**src/rtl/sim_exit_monitor_if.sv**
```systemverilog
// Snooped tohost write channel between the DUT memory port and the exit monitor.
// The monitor side never stalls; wr_ready is driven by the slave.
interface sim_exit_monitor_if #(
  parameter int ADDR_W = 32,
  parameter int DATA_W = 64
);
  logic              wr_valid;
  logic              wr_ready;
  logic [ADDR_W-1:0] wr_addr;
  logic [DATA_W-1:0] wr_data;

  modport master (output wr_valid, output wr_addr, output wr_data, input wr_ready);
  modport slave  (input wr_valid, input wr_addr, input wr_data, output wr_ready);
endinterface

```
**src/rtl/sim_exit_monitor.sv**
```systemverilog
// Simulation exit monitor: decodes tohost writes, enforces a cycle budget, and
// holds a sticky done/pass/fail/timeout verdict. Optional reporting: SIM_EXIT_MONITOR_PRINT_EN.
module sim_exit_monitor #(
  parameter int                ADDR_W      = 32,
  parameter int                DATA_W      = 64,
  parameter logic [ADDR_W-1:0] TOHOST_ADDR = 32'h8000_1000,
  parameter int                CNT_W       = 64
) (
  input  logic               clock,
  input  logic               reset,
  input  logic               arm,
  input  logic [CNT_W-1:0]   max_cycles,
  sim_exit_monitor_if.slave  wr,
  output logic               done,
  output logic               pass,
  output logic               fail,
  output logic               timeout,
  output logic [DATA_W-2:0]  exit_code,
  output logic [CNT_W-1:0]   cycles
);

  typedef enum logic [1:0] {S_IDLE, S_RUN, S_DONE} state_t;

  state_t            state;
  state_t            state_nxt;
  logic              hit;
  logic              term_hit;
  logic              expire;
  logic [DATA_W-2:0] code_in;

  function automatic logic [CNT_W-1:0] sat_inc(input logic [CNT_W-1:0] v);
    return (v == {CNT_W{1'b1}}) ? v : v + {{(CNT_W-1){1'b0}}, 1'b1};
  endfunction

  assign wr.wr_ready = 1'b1;

  assign code_in  = wr.wr_data[DATA_W-1:1];
  assign hit      = wr.wr_valid && wr.wr_ready && (wr.wr_addr == TOHOST_ADDR);
  assign term_hit = hit && wr.wr_data[0];
  // An all-ones budget means unlimited; >= keeps a lowered budget from being skipped.
  assign expire   = (max_cycles != {CNT_W{1'b1}}) && (cycles >= max_cycles);

  always_ff @(posedge clock) begin
    if (!reset) state <= S_IDLE;
    else        state <= state_nxt;
  end

  always_comb begin
    state_nxt = state;
    unique case (state)
      S_IDLE:  if (arm) state_nxt = S_RUN;
      S_RUN:   if (term_hit || expire) state_nxt = S_DONE;
      S_DONE:  state_nxt = S_DONE;
      default: state_nxt = S_IDLE;
    endcase
  end

  // Verdict and counter: a terminating hit outranks expiry, and the counter does
  // not advance on the terminating edge.
  always_ff @(posedge clock) begin
    if (!reset) begin
      done      <= 1'b0;
      pass      <= 1'b0;
      fail      <= 1'b0;
      timeout   <= 1'b0;
      exit_code <= '0;
      cycles    <= '0;
    end else if (state == S_RUN) begin
      if (term_hit) begin
        done      <= 1'b1;
        pass      <= (code_in == '0);
        fail      <= (code_in != '0);
        exit_code <= code_in;
      end else if (expire) begin
        done      <= 1'b1;
        fail      <= 1'b1;
        timeout   <= 1'b1;
        exit_code <= '0;
        cycles    <= max_cycles;
      end else begin
        cycles    <= sat_inc(cycles);
      end
    end
  end

`ifdef SIM_EXIT_MONITOR_PRINT_EN
  always @(posedge clock) begin
    if (reset) begin
      if (state == S_IDLE && arm)
        $display("[exit_monitor] armed");
      if (state == S_IDLE && hit && wr.wr_data != '0)
        $warning("[exit_monitor] tohost write 0x%0h ignored before arm", wr.wr_data);
      if (state == S_RUN && term_hit)
        $display("[exit_monitor] %s exit_code=%0d cycles=%0d",
                 (code_in == '0) ? "PASS" : "FAIL", code_in, cycles);
      else if (state == S_RUN && expire)
        $display("[exit_monitor] TIMEOUT exit_code=0 cycles=%0d", max_cycles);
    end
  end
`endif

endmodule
```
**src/flat_wrapper.sv**
```systemverilog
// flat-port wrapper written by rule: the top's interface ports become plain ports
module sim_exit_monitor_flat 
#(
  parameter int                ADDR_W      = 32,
  parameter int                DATA_W      = 64,
  parameter logic [ADDR_W-1:0] TOHOST_ADDR = 32'h8000_1000,
  parameter int                CNT_W       = 64
)
  (clock, reset, arm, max_cycles, done, pass, fail, timeout, exit_code, cycles, wr_wr_valid, wr_wr_addr, wr_wr_data, wr_wr_ready);
  sim_exit_monitor_if #(.ADDR_W(ADDR_W), .DATA_W(DATA_W)) wr_i ();
  input  logic clock;
  input  logic reset;
  input  logic arm;
  input  logic [CNT_W-1:0] max_cycles;
  output logic done;
  output logic pass;
  output logic fail;
  output logic timeout;
  output logic [DATA_W-2:0] exit_code;
  output logic [CNT_W-1:0] cycles;
  input wire logic [$bits(wr_i.wr_valid)-1:0] wr_wr_valid;
  input wire logic [$bits(wr_i.wr_addr)-1:0] wr_wr_addr;
  input wire logic [$bits(wr_i.wr_data)-1:0] wr_wr_data;
  output wire logic [$bits(wr_i.wr_ready)-1:0] wr_wr_ready;
  assign wr_i.wr_valid = wr_wr_valid;
  assign wr_i.wr_addr = wr_wr_addr;
  assign wr_i.wr_data = wr_wr_data;
  assign wr_wr_ready = wr_i.wr_ready;
  sim_exit_monitor #(.ADDR_W(ADDR_W), .DATA_W(DATA_W), .TOHOST_ADDR(TOHOST_ADDR), .CNT_W(CNT_W)) u_core (.clock(clock), .reset(reset), .arm(arm), .max_cycles(max_cycles), .wr(wr_i), .done(done), .pass(pass), .fail(fail), .timeout(timeout), .exit_code(exit_code), .cycles(cycles));
endmodule
```
**config.mk**
```make
export PLATFORM = sky130hd
export DESIGN_NAME = sim_exit_monitor_flat
export DESIGN_NICKNAME = d
export VERILOG_FILES = /design/src/rtl/sim_exit_monitor_if.sv /design/src/rtl/sim_exit_monitor.sv /design/src/flat_wrapper.sv
export SDC_FILE = /design/constraint.sdc
export NUM_CORES = 1
export LEC_CHECK = 0
export CELL_PAD_IN_SITES_DETAIL_PLACEMENT = 0
export CELL_PAD_IN_SITES_GLOBAL_PLACEMENT = 1
export CORE_MARGIN = 5
export CORE_UTILIZATION = 30
export DETAILED_ROUTE_END_ITERATION = 10
export PLACE_DENSITY_LB_ADDON = 0.1
export SYNTH_ARGS = -nofsm -noshare
export SYNTH_HDL_FRONTEND = slang
export SYNTH_SLANG_ARGS = --single-unit
```
**constraint.sdc**
```tcl
create_clock -name clock -period 2.97 [get_ports clock]
set_input_delay 0.594 -clock clock [delete_from_list [all_inputs] [get_ports clock]]
set_output_delay 0.594 -clock clock [all_outputs]
set_load 0.01 [all_outputs]
```
Word level (Yosys, flattened, before mapping)
Index checks and enable logic that the tools add are counted.
Widths: inputs -> output; s select.
{ "totals": {"ff_bits": 133, "latchBits": 0, "ram_bits": 0, "mem_bits_ro": 0, "input_bits": 164, "output_inout_bits": 132, "wordCells": 41, "mem_count": 0} }
{ "op_classes": {"addsub": 1, "multipliers": 0, "n_div": 0, "magnitude_cmp": 1, "n_eq_ne": 8, "shifts": 0, "mux": 10, "bitwise": 1, "reduce_logical": 13} }
{ "ops": {"columns": ["op", "count"], "rows": [
  ["$mux 64", 2],
  ["$mux 63", 2],
  ["$add 64x1->64 const B", 1],
  ["$eq 64x64->1 const B", 1],
  ["$ge 64x64->1", 1],
  ["$ne 64x64->1 const B", 1],
  ["$logic_not 63->1", 1],
  ["$reduce_bool 63->1", 1],
  ["$eq 32x32->1 const B", 1],
  ["$pmux 2 s3", 1],
  ["$reduce_and 2->1", 3],
  ["$reduce_and 3->1", 2],
  ["$mux 2", 2],
  ["$ne 2x1->1 const B", 2],
  ["$logic_and 1x1->1", 3],
  ["$mux 1", 3],
  ["$eq 2x1->1 const B", 1],
  ["$eq 2x2->1 const B", 1],
  ["$logic_not 2->1", 1],
  ["$ne 2x2->1 const B", 1],
  ["$reduce_bool 2->1", 1],
  ["$logic_or 1x1->1", 1],
  ["$not 1->1", 1]
]} }

Depth between registers and ports, before layout
{ "depth": {"depth_word": 6, "mapped_depth": 13, "depth_no_buf": 10} }

Worst setup path before layout
OpenSTA, ideal clock, no wires.
{ "synth_path": {"kind": "input port to flip-flop", "startpoint": "input port max_cycles[61]", "endpoint": "register u_core.cycles[12]", "setup_ps": 134, "t_arrival_ps": 3024, "t_required_ps": 2836, "setup_slack_ps": -188, "cell_stages": 13, "path_buffers": 3, "path_cell_list": "inv_1 > ha_1 > nand4_1 > nor4_1 > nand3_1 > a311oi_1 > or4_1 > buf_2 > nand2_1 > buf_2 > buf_2 > a31oi_1 > o211ai_1"} }
{ "synth_via": {"elab_chain_len": 4, "word_cells_on_any_way": 6, "cone_classes": "1 x order compare; 2 x eq/ne; 1 x mux; 2 x reduce/logical"} }
{ "synth_rtl": {"columns": ["item", "line_no", "rtl"], "rows": [
  ["start, declared", "flat_wrapper.sv:14", "input logic [CNT_W-1:0] max_cycles;"],
  ["$ge 64x64->1 / $ne 64x64->1 (equally long branches)", "sim_exit_monitor.sv:41", "assign expire = (max_cycles != {CNT_W{1'b1}}) && (cycles >= max_cycles);"],
  ["$logic_and 1x1->1 *", "sim_exit_monitor.sv:41", null],
  ["$ne 2x1->1 (no source line)", null, null],
  ["$reduce_and 3->1 (no source line)", null, null],
  ["end signal, assigned", "sim_exit_monitor.sv:79", "cycles <= max_cycles;"],
  ["end signal, assigned", "sim_exit_monitor.sv:81", "cycles <= sat_inc(cycles);"],
  ["end, declared", "sim_exit_monitor.sv:19", "output logic [CNT_W-1:0] cycles"]
]} }
Every way passes the cells marked *; elsewhere a longest branch is shown, timed or not.
A chain may end at the register's enable or synchronous reset.

Worst setup path after layout
{ "layout_path": {"startpoint": "input port max_cycles[45]", "endpoint": "register u_core.exit_code[8]"} }
{ "layout_via": {"elab_chain_len": 4, "word_cells_on_any_way": 5, "cone_classes": "1 x order compare; 1 x eq/ne; 3 x reduce/logical"} }
{ "layout_rtl": {"columns": ["item", "line_no", "rtl"], "rows": [
  ["$ge 64x64->1 / $ne 64x64->1 (equally long branches)", "sim_exit_monitor.sv:41", null],
  ["$logic_and 1x1->1 *", "sim_exit_monitor.sv:41", null],
  ["$reduce_bool 2->1 (no source line) *", null, null],
  ["$reduce_and 2->1 (no source line) *", null, null],
  ["end signal, assigned", "sim_exit_monitor.sv:73", "exit_code <= code_in;"],
  ["end, declared", "sim_exit_monitor.sv:18", "output logic [DATA_W-2:0] exit_code,"]
]} }
Marks and branches as above.

==> reports/summary.txt <==
Vias in the first global route - 10755
Worst vdd ir - 0.000311 V
CTS Sinks - 133
Crit Path Category - in2reg
Htree depth - 4
Worst r2r path cells - 13
Slew margin rel. - 50.9%
CTS root buffer - clkbuf_16
EDFF count, synth - 0
Status - complete, but fails checks
Worst path top cell family by delay - buffers and inverters
WHS Path Cells - 2
CTS Buf Count - 17
Detail Placement HPWL - 30800 microns
Tcrit/Tclk final - 108%
Fill cell count - 2564
Antenna Nets Post-Route - 0
Most frequent cells in the layout - 232 x clkdlybuf4s50_1, 227 x buf_4, 128 x dfxtp_1, 99 x nand2_1, 63 x a22o_1
Via count - 10875
Port Buffers - 294
Post-Place Cells - 1908
Core area - 28000 sq um
Fraction of registers with async set/reset - 0%
# diodes - 0
Minimum clock period - 3.21 ns
Slew Limit Fails - 0
Crit path launch type - input port
Synth warn - 0
DRC Markers - 0
Reg clk slew, reported paths - 0.06 ns
Cell Area, Synth - 8560 sq um
Synth Register Bits - 133
Final Wtd Congestion - 0.872
Worst Slack Setup Final - -0.237 ns
First-pass GRT wire length - 61900 microns
Fin area - 16300 sq um
Pre-antenna DRT Iters - 5
Final hold vios - 0
Worst min path class - reg2reg
Syn nets - 1290
Initial drt markers - 671
Total congestion overflow - 0
Post-DP Area - 13700 sq um
Main synth FF type - dfxtp_1
Yosys cell types - 77
Vias per cell - 5.44
Fin cells - 1999
Die W - 179 microns
Synth Area per Inst - 8.08 sq um
Crit Path Max Fanout - 8
Layout cell share with drive strength beyond 1 - 36.8%
RSZ-0062 raised after global routing - yes
GRT Overall Usage - 24.7%
Pwr Density - 317 nW/um^2
Max Clock Freq - 312 MHz
Core Util, Final - 58.1%
Static Leak - 6.32 nW
Ports - 296
Worst slew pin tran - 0.736 ns
Final Power - 5.15 mW
Commonest non-fill, non-tap cell in the layout - clkdlybuf4s50_1
Syn-to-layout area delta - 90.0%
Post-Route WL - 41900 microns
Register area share after synthesis - 31.1%
Area of the multi-input gates - 6690 sq um
Syn Inst Count - 1059
Max Cap Violations - 0
TritonCTS clock tree - yes
Clock Skew - 0.0181 ns
Rows - 61
Die Y - 179 microns
Slowest stage delay, CP - 0.53 ns
Setup_tns - -16.55 ns
FF/Latch Area - 2670 sq um
Crit. path cell count - 14
Critical Path End Type - flop
Die ar. - 32000 sq um
Nets - 1839
Pre-CTS setup slack - -1.21 ns
WL/cell - 21.0 microns
Hold WS - 0.459 ns
Largest net degree at the start of global routing - 64
Cell Chain, Critical Path - dlygate4sd2_1, inv_2, ha_4, and4_1, a221oi_2, buf_4, o2111ai_4, buf_6, or4_4, a21o_1, a21oi_4, buf_12, clkbuf_16, a22o_1
Post-CTS Hold Buffers - 0
Initial core utilization - 30.6%
WP data arrival - 3.58 ns
Clk_lat worst skew - 0.44 ns
Slowest CP cell - or4_4
Worst path bufs/invs - 6
Critical Path RT - 3.34 ns
Initial antenna violation count - 0
Final setup violation count - 119
Clock Path Buffers - 2
Violated checks - negative setup slack
## power by group
part | leakage, nW | switching [mW] | internal, mW
clock network | 0.294 | 1.04 | 1.21
registers | 1.07 | 0.0127 | 1.80
logic | 4.95 | 0.577 | 0.515
## tightest hold or removal path, delay by kind of cell, from the launching register on
kind	cells	cell delay, ns
simple gates	1	0.05
mux	1	0.05
flops	1	0.31
## cells by family (layout without fill, tap and decap cells)
| group | after synthesis | count (layout) | share of synthesized area (%) |
|---|---|---|---|
| multiplexers | 2 | 2 | 0.234 |
| AND/OR/NAND/NOR | 410 | 411 | 26.4 |
| AO/OA/AOI/OAI | 313 | 313 | 25.6 |
| other | 1 | 1 | 0.0438 |
| buffers and inverters | 132 | 693 | 6.69 |
| XOR/XNOR | 1 | 1 | 0.102 |
| adder cells (fa/ha/maj) | 67 | 67 | 9.79 |
| flip-flops | 133 | 133 | 31.1 |
## final timing paths
path | start | end | slack [ns]
setup / recovery | max_cycles[45] | u_core.exit_code[8] | -0.24
hold / removal | u_core.state[1] | u_core.state[1] | 0.46
setup reg to reg | u_core.cycles[0] | u_core.exit_code[8] | -0.23
hold reg to reg | u_core.state[1] | u_core.state[1] | 0.46
## repair_timing
action / CTS / global route
setup buffers: 35 / 28
gates cloned: 5 / 8
resized for setup: 267 / 186
endpoints found under the setup margin: 132 / 132
pin swaps: 74 / 117
## final cells by class
| cell class | instances | share of cell area, % |
|---|---|---|
| Multi-Input combinational cell | 795 | 41.1 |
| Timing Repair Buffer | 587 | 34.1 |
| Sequential cell | 133 | 16.4 |
| Tap cell | 378 | 2.91 |
| Clock buffer | 17 | 2.61 |
| Inverter | 74 | 1.74 |
| Clock inverter | 15 | 1.12 |
## cell usage after synthesis (3+ instances only)
master	number	area, sq um
o221a_2	4	45.0
o211ai_1	7	52.6
buf_2	11	55.1
nor2_1	40	150
nor3_1	25	125
o31ai_1	12	90.1
nand2_1	109	409
and4_1	4	35.0
and3_2	3	22.5
a31oi_1	31	194
a21oi_1	68	340
a41oi_1	4	35.0
nor4_1	37	231
ha_1	67	838
and2_1	6	37.5
or4_1	8	60.1
and3_1	12	75.1
nor2b_1	4	25.0
a311oi_1	3	26.3
o31a_1	6	52.6
a2111oi_0	7	61.3
dfxtp_1	133	2660
a221oi_1	8	70.1
or3_1	9	56.3
o22ai_1	12	75.1
nand4_1	60	375
clkbuf_8	4	55.1
nand3_1	55	275
nand2b_1	3	18.8
clkbuf_1	33	124
a211oi_1	15	113
a21o_1	8	60.1
o21a_1	9	67.6
a22o_1	63	552
buf_1	6	22.5
and4_2	6	60.1
a22oi_1	10	75.1
o21ai_0	32	160
inv_1	73	274
## metal layers
layer  vias up  share of wire [%]  global-route usage, %
met4         0                2.6                   8.12
li1       5208                  -                      -
met2       413                 47                   39.1
met1      5190                 44                   33.5
met5         -                  0                      0
met3        64                6.7                   5.08
## registers in the layout, summed over array words and instances, names as in the netlist
| signal | flops |
|---|---|
| u_core.cycles | 64 |
| u_core.fail | 1 |
| u_core.state | 2 |
| u_core.done | 1 |
| u_core.exit_code | 63 |
| u_core.pass | 1 |
| u_core.timeout | 1 |
Power figures use the tool's default switching activity.
==> variant: new RTL, same flow settings <==
`DATA_W` is set to 64 in 3 places; all go to 128.
--- a/src/rtl/sim_exit_monitor_if.sv
+++ b/src/rtl/sim_exit_monitor_if.sv
@@ -2,7 +2,7 @@
 // The monitor side never stalls; wr_ready is driven by the slave.
 interface sim_exit_monitor_if #(
   parameter int ADDR_W = 32,
-  parameter int DATA_W = 64
+  parameter int DATA_W = 128
 );
   logic              wr_valid;
   logic              wr_ready;
--- a/src/rtl/sim_exit_monitor.sv
+++ b/src/rtl/sim_exit_monitor.sv
@@ -2,7 +2,7 @@
 // holds a sticky done/pass/fail/timeout verdict. Optional reporting: SIM_EXIT_MONITOR_PRINT_EN.
 module sim_exit_monitor #(
   parameter int                ADDR_W      = 32,
-  parameter int                DATA_W      = 64,
+  parameter int                DATA_W      = 128,
   parameter logic [ADDR_W-1:0] TOHOST_ADDR = 32'h8000_1000,
   parameter int                CNT_W       = 64
 ) (
--- a/src/flat_wrapper.sv
+++ b/src/flat_wrapper.sv
@@ -2,7 +2,7 @@
 module sim_exit_monitor_flat 
 #(
   parameter int                ADDR_W      = 32,
-  parameter int                DATA_W      = 64,
+  parameter int                DATA_W      = 128,
   parameter logic [ADDR_W-1:0] TOHOST_ADDR = 32'h8000_1000,
   parameter int                CNT_W       = 64
 )
Interface: changed (resized exit_code and wr_wr_data); port bits go from 296 to 424. No check against the original RTL was run, so the function may have changed too.
==> variant against the unedited design <==
  * The run still ends with negative setup slack left
  * Non-clock buffer count up 100
  * Synthesized cell count up 16%
  * Sequential power up 48%
  * Area after synthesis up 25%
  * Power up 24%
  * First-iteration DRC count down 1.3%
  * Core utilization down 5.9 points
  * Sequential cell count up 64
  * Final area up 13%
  * Wire length up 26%
  * Worst setup slack worse by 120 ps
  * Combinational power up 27%
  * Worst hold slack worse by 1.9 ps
  * Global-route usage up 0.67 points
  * Critical path type is now register to register
  * Highest routed layer is now met5
==> variant: results (changes against the unedited design) <==
- The final-report max-slew violation count is 0 (unchanged).
- The endpoint identified for the worst register-to-register timing path is u_core.exit_code[29]$_SDFFE_PN0P_.
- The maximum fanout along the worst path is 12 (+4).
- The delay contributed by the slowest stage of the critical path came to 560 ps (+30 ps).
- The clock root buffer master is clkbuf_16.
- The largest registers in the layout are u_core.exit_code x127, u_core.cycles x64, u_core.state x2.
- The source of the worst register-to-register timing path is u_core.cycles[59]$_SDFFE_PN0P_.
- The overall track demand over capacity in global routing was 25.3% (+0.67 points).
- The actual transition at the worst max-transition pin is 616 ps (-121 ps).
- The source-to-sink clock delay at the later pin of the worst-skew pair is 460 ps (+20 ps).
- The number of fill cells in the layout is 3334 (+30%).
- The count of final setup violators is 193 (+62%).
- The global-route wire length before repair is 77.2 mm (+25%).
- The average detailed-routed wire length per instance is 22.6 um (+7.8%).
- The count of nets after finishing is 2148 (+17%).
- The worst-case clock skew is 14.3 ps (-3.75 ps).
- The checks that failed: negative setup slack.
- The final total negative setup slack was -43200 ps (-26650 ps).
- The clock transition time at the flip-flop clock pins of the worst setup and hold paths was 80 ps (+20 ps).
- The number of distinct standard cells referenced by the synthesized netlist is 67 (-13%).
- The share of cells above drive strength 1 is 22.0% (-15 points).
- The initial detailed-routing violation count was 662 (-1.3%).
- The HPWL after detailed placement is 41.2 mm (+34%).
- The post-synth net total is 1524 (+18%).
- The sequential-to-total area share from yosys stat is 37.0% (+5.9 points).
- The flow ran to the end, but the final reports show violations.
- The number of global-route vias before repair is 12400 (+16%).
- After synthesis, the most frequently instantiated cells are 197 x dfxtp_1, 127 x a22o_1, 88 x nand4_1.
- The initial antenna violation count is 12 (+12).
- The placement-stage worst setup slack is -1450 ps (-237 ps).
- The number of buffers inserted by port buffering came to 422 (+44%).
- The final worst setup slack is -359 ps (-122 ps).
- The pin count of the biggest net entering global routing is 91 (+42%).
- By area the synthesized netlist is led by dfxtp_1 37%, a22o_1 10%, ha_1 7.9%.
- The cell class contributing the biggest share of worst-path delay is simple AND/OR/NAND/NOR gates.
- The total leakage power is 7.35 nW (+16%).
- The worst hold slack across all endpoints is 457 ps (-1.86 ps).
- The worst hold path begins at u_core.done$_SDFFE_PN0P_.
[variant: timing repair]
item,in CTS,in global routing
setup buffers,19,10
setup endpoints to repair,196,196
pin swaps,34,53
resized for setup,114,84
cloned,2,2
endpoints found under the hold margin,0,0
[variant: power by group]
part / total (W) / internal, W / switching, W
Sequential: 0.00267 / 0.00266 / 0.0000121
Combinational: 0.00138 / 0.000677 / 0.000704
Clock: 0.00232 / 0.00114 / 0.00118
[variant: logic make-up after synthesis]
logic type | synth area share [%]
buffers and inverters | 6.30
AOI/OAI and AO/OA | 22.0
muxes | 0.951
adders and majority gates | 7.86
DFF | 37.0
other | 0.0352
and+or+nand+nor | 25.8
[variant: cell type report]
type	instances	area, um2	share of cell area [%]
repair buffers	687	6480	35.1
flip-flops and latches	197	3960	21.5
inverters	77	289	1.57
clock inverters	10	88.8	0.482
multi-input cells	873	6570	35.6
diodes	8	20.0	0.109
well taps	461	577	3.13
clock buffers	22	464	2.52
[variant: worst register-to-register path, stage by stage, from the launching register on]
cell       delay, ps
dfxtp_2          350
ha_4             270
nand4_1          140
or4_4            570
nor4_4           420
nand3_2          180
a2bb2oi_4        190
a21oi_4          220
buf_12           140
o31ai_4           60
buf_12           160
buf_12           140
buf_16           150
a22o_1           230
[variant: stage by stage]
step,utilization [%],instances,cell area [um2]
after floorplan,-,1229,10700
after global placement,48.2,2266,17000
after detailed placement,48.2,2266,17000
after CTS,51.2,2318,18100
after global routing,52.2,2334,18400
final,52.2,2335,18400
[variant: per-layer routing]
metal / share of wire [%] / vias to the layer above / track usage (%) / wire [um]
met3: 6.5 / 73 / 5.83 / 3440
met1: 41 / 6102 / 30.8 / 21500
met4: 2.2 / 8 / 7.29 / 1150
li1: - / 6053 / - / -
met2: 51 / 448 / 44.9 / 26700
met5: 0.091 / - / 0 / 48
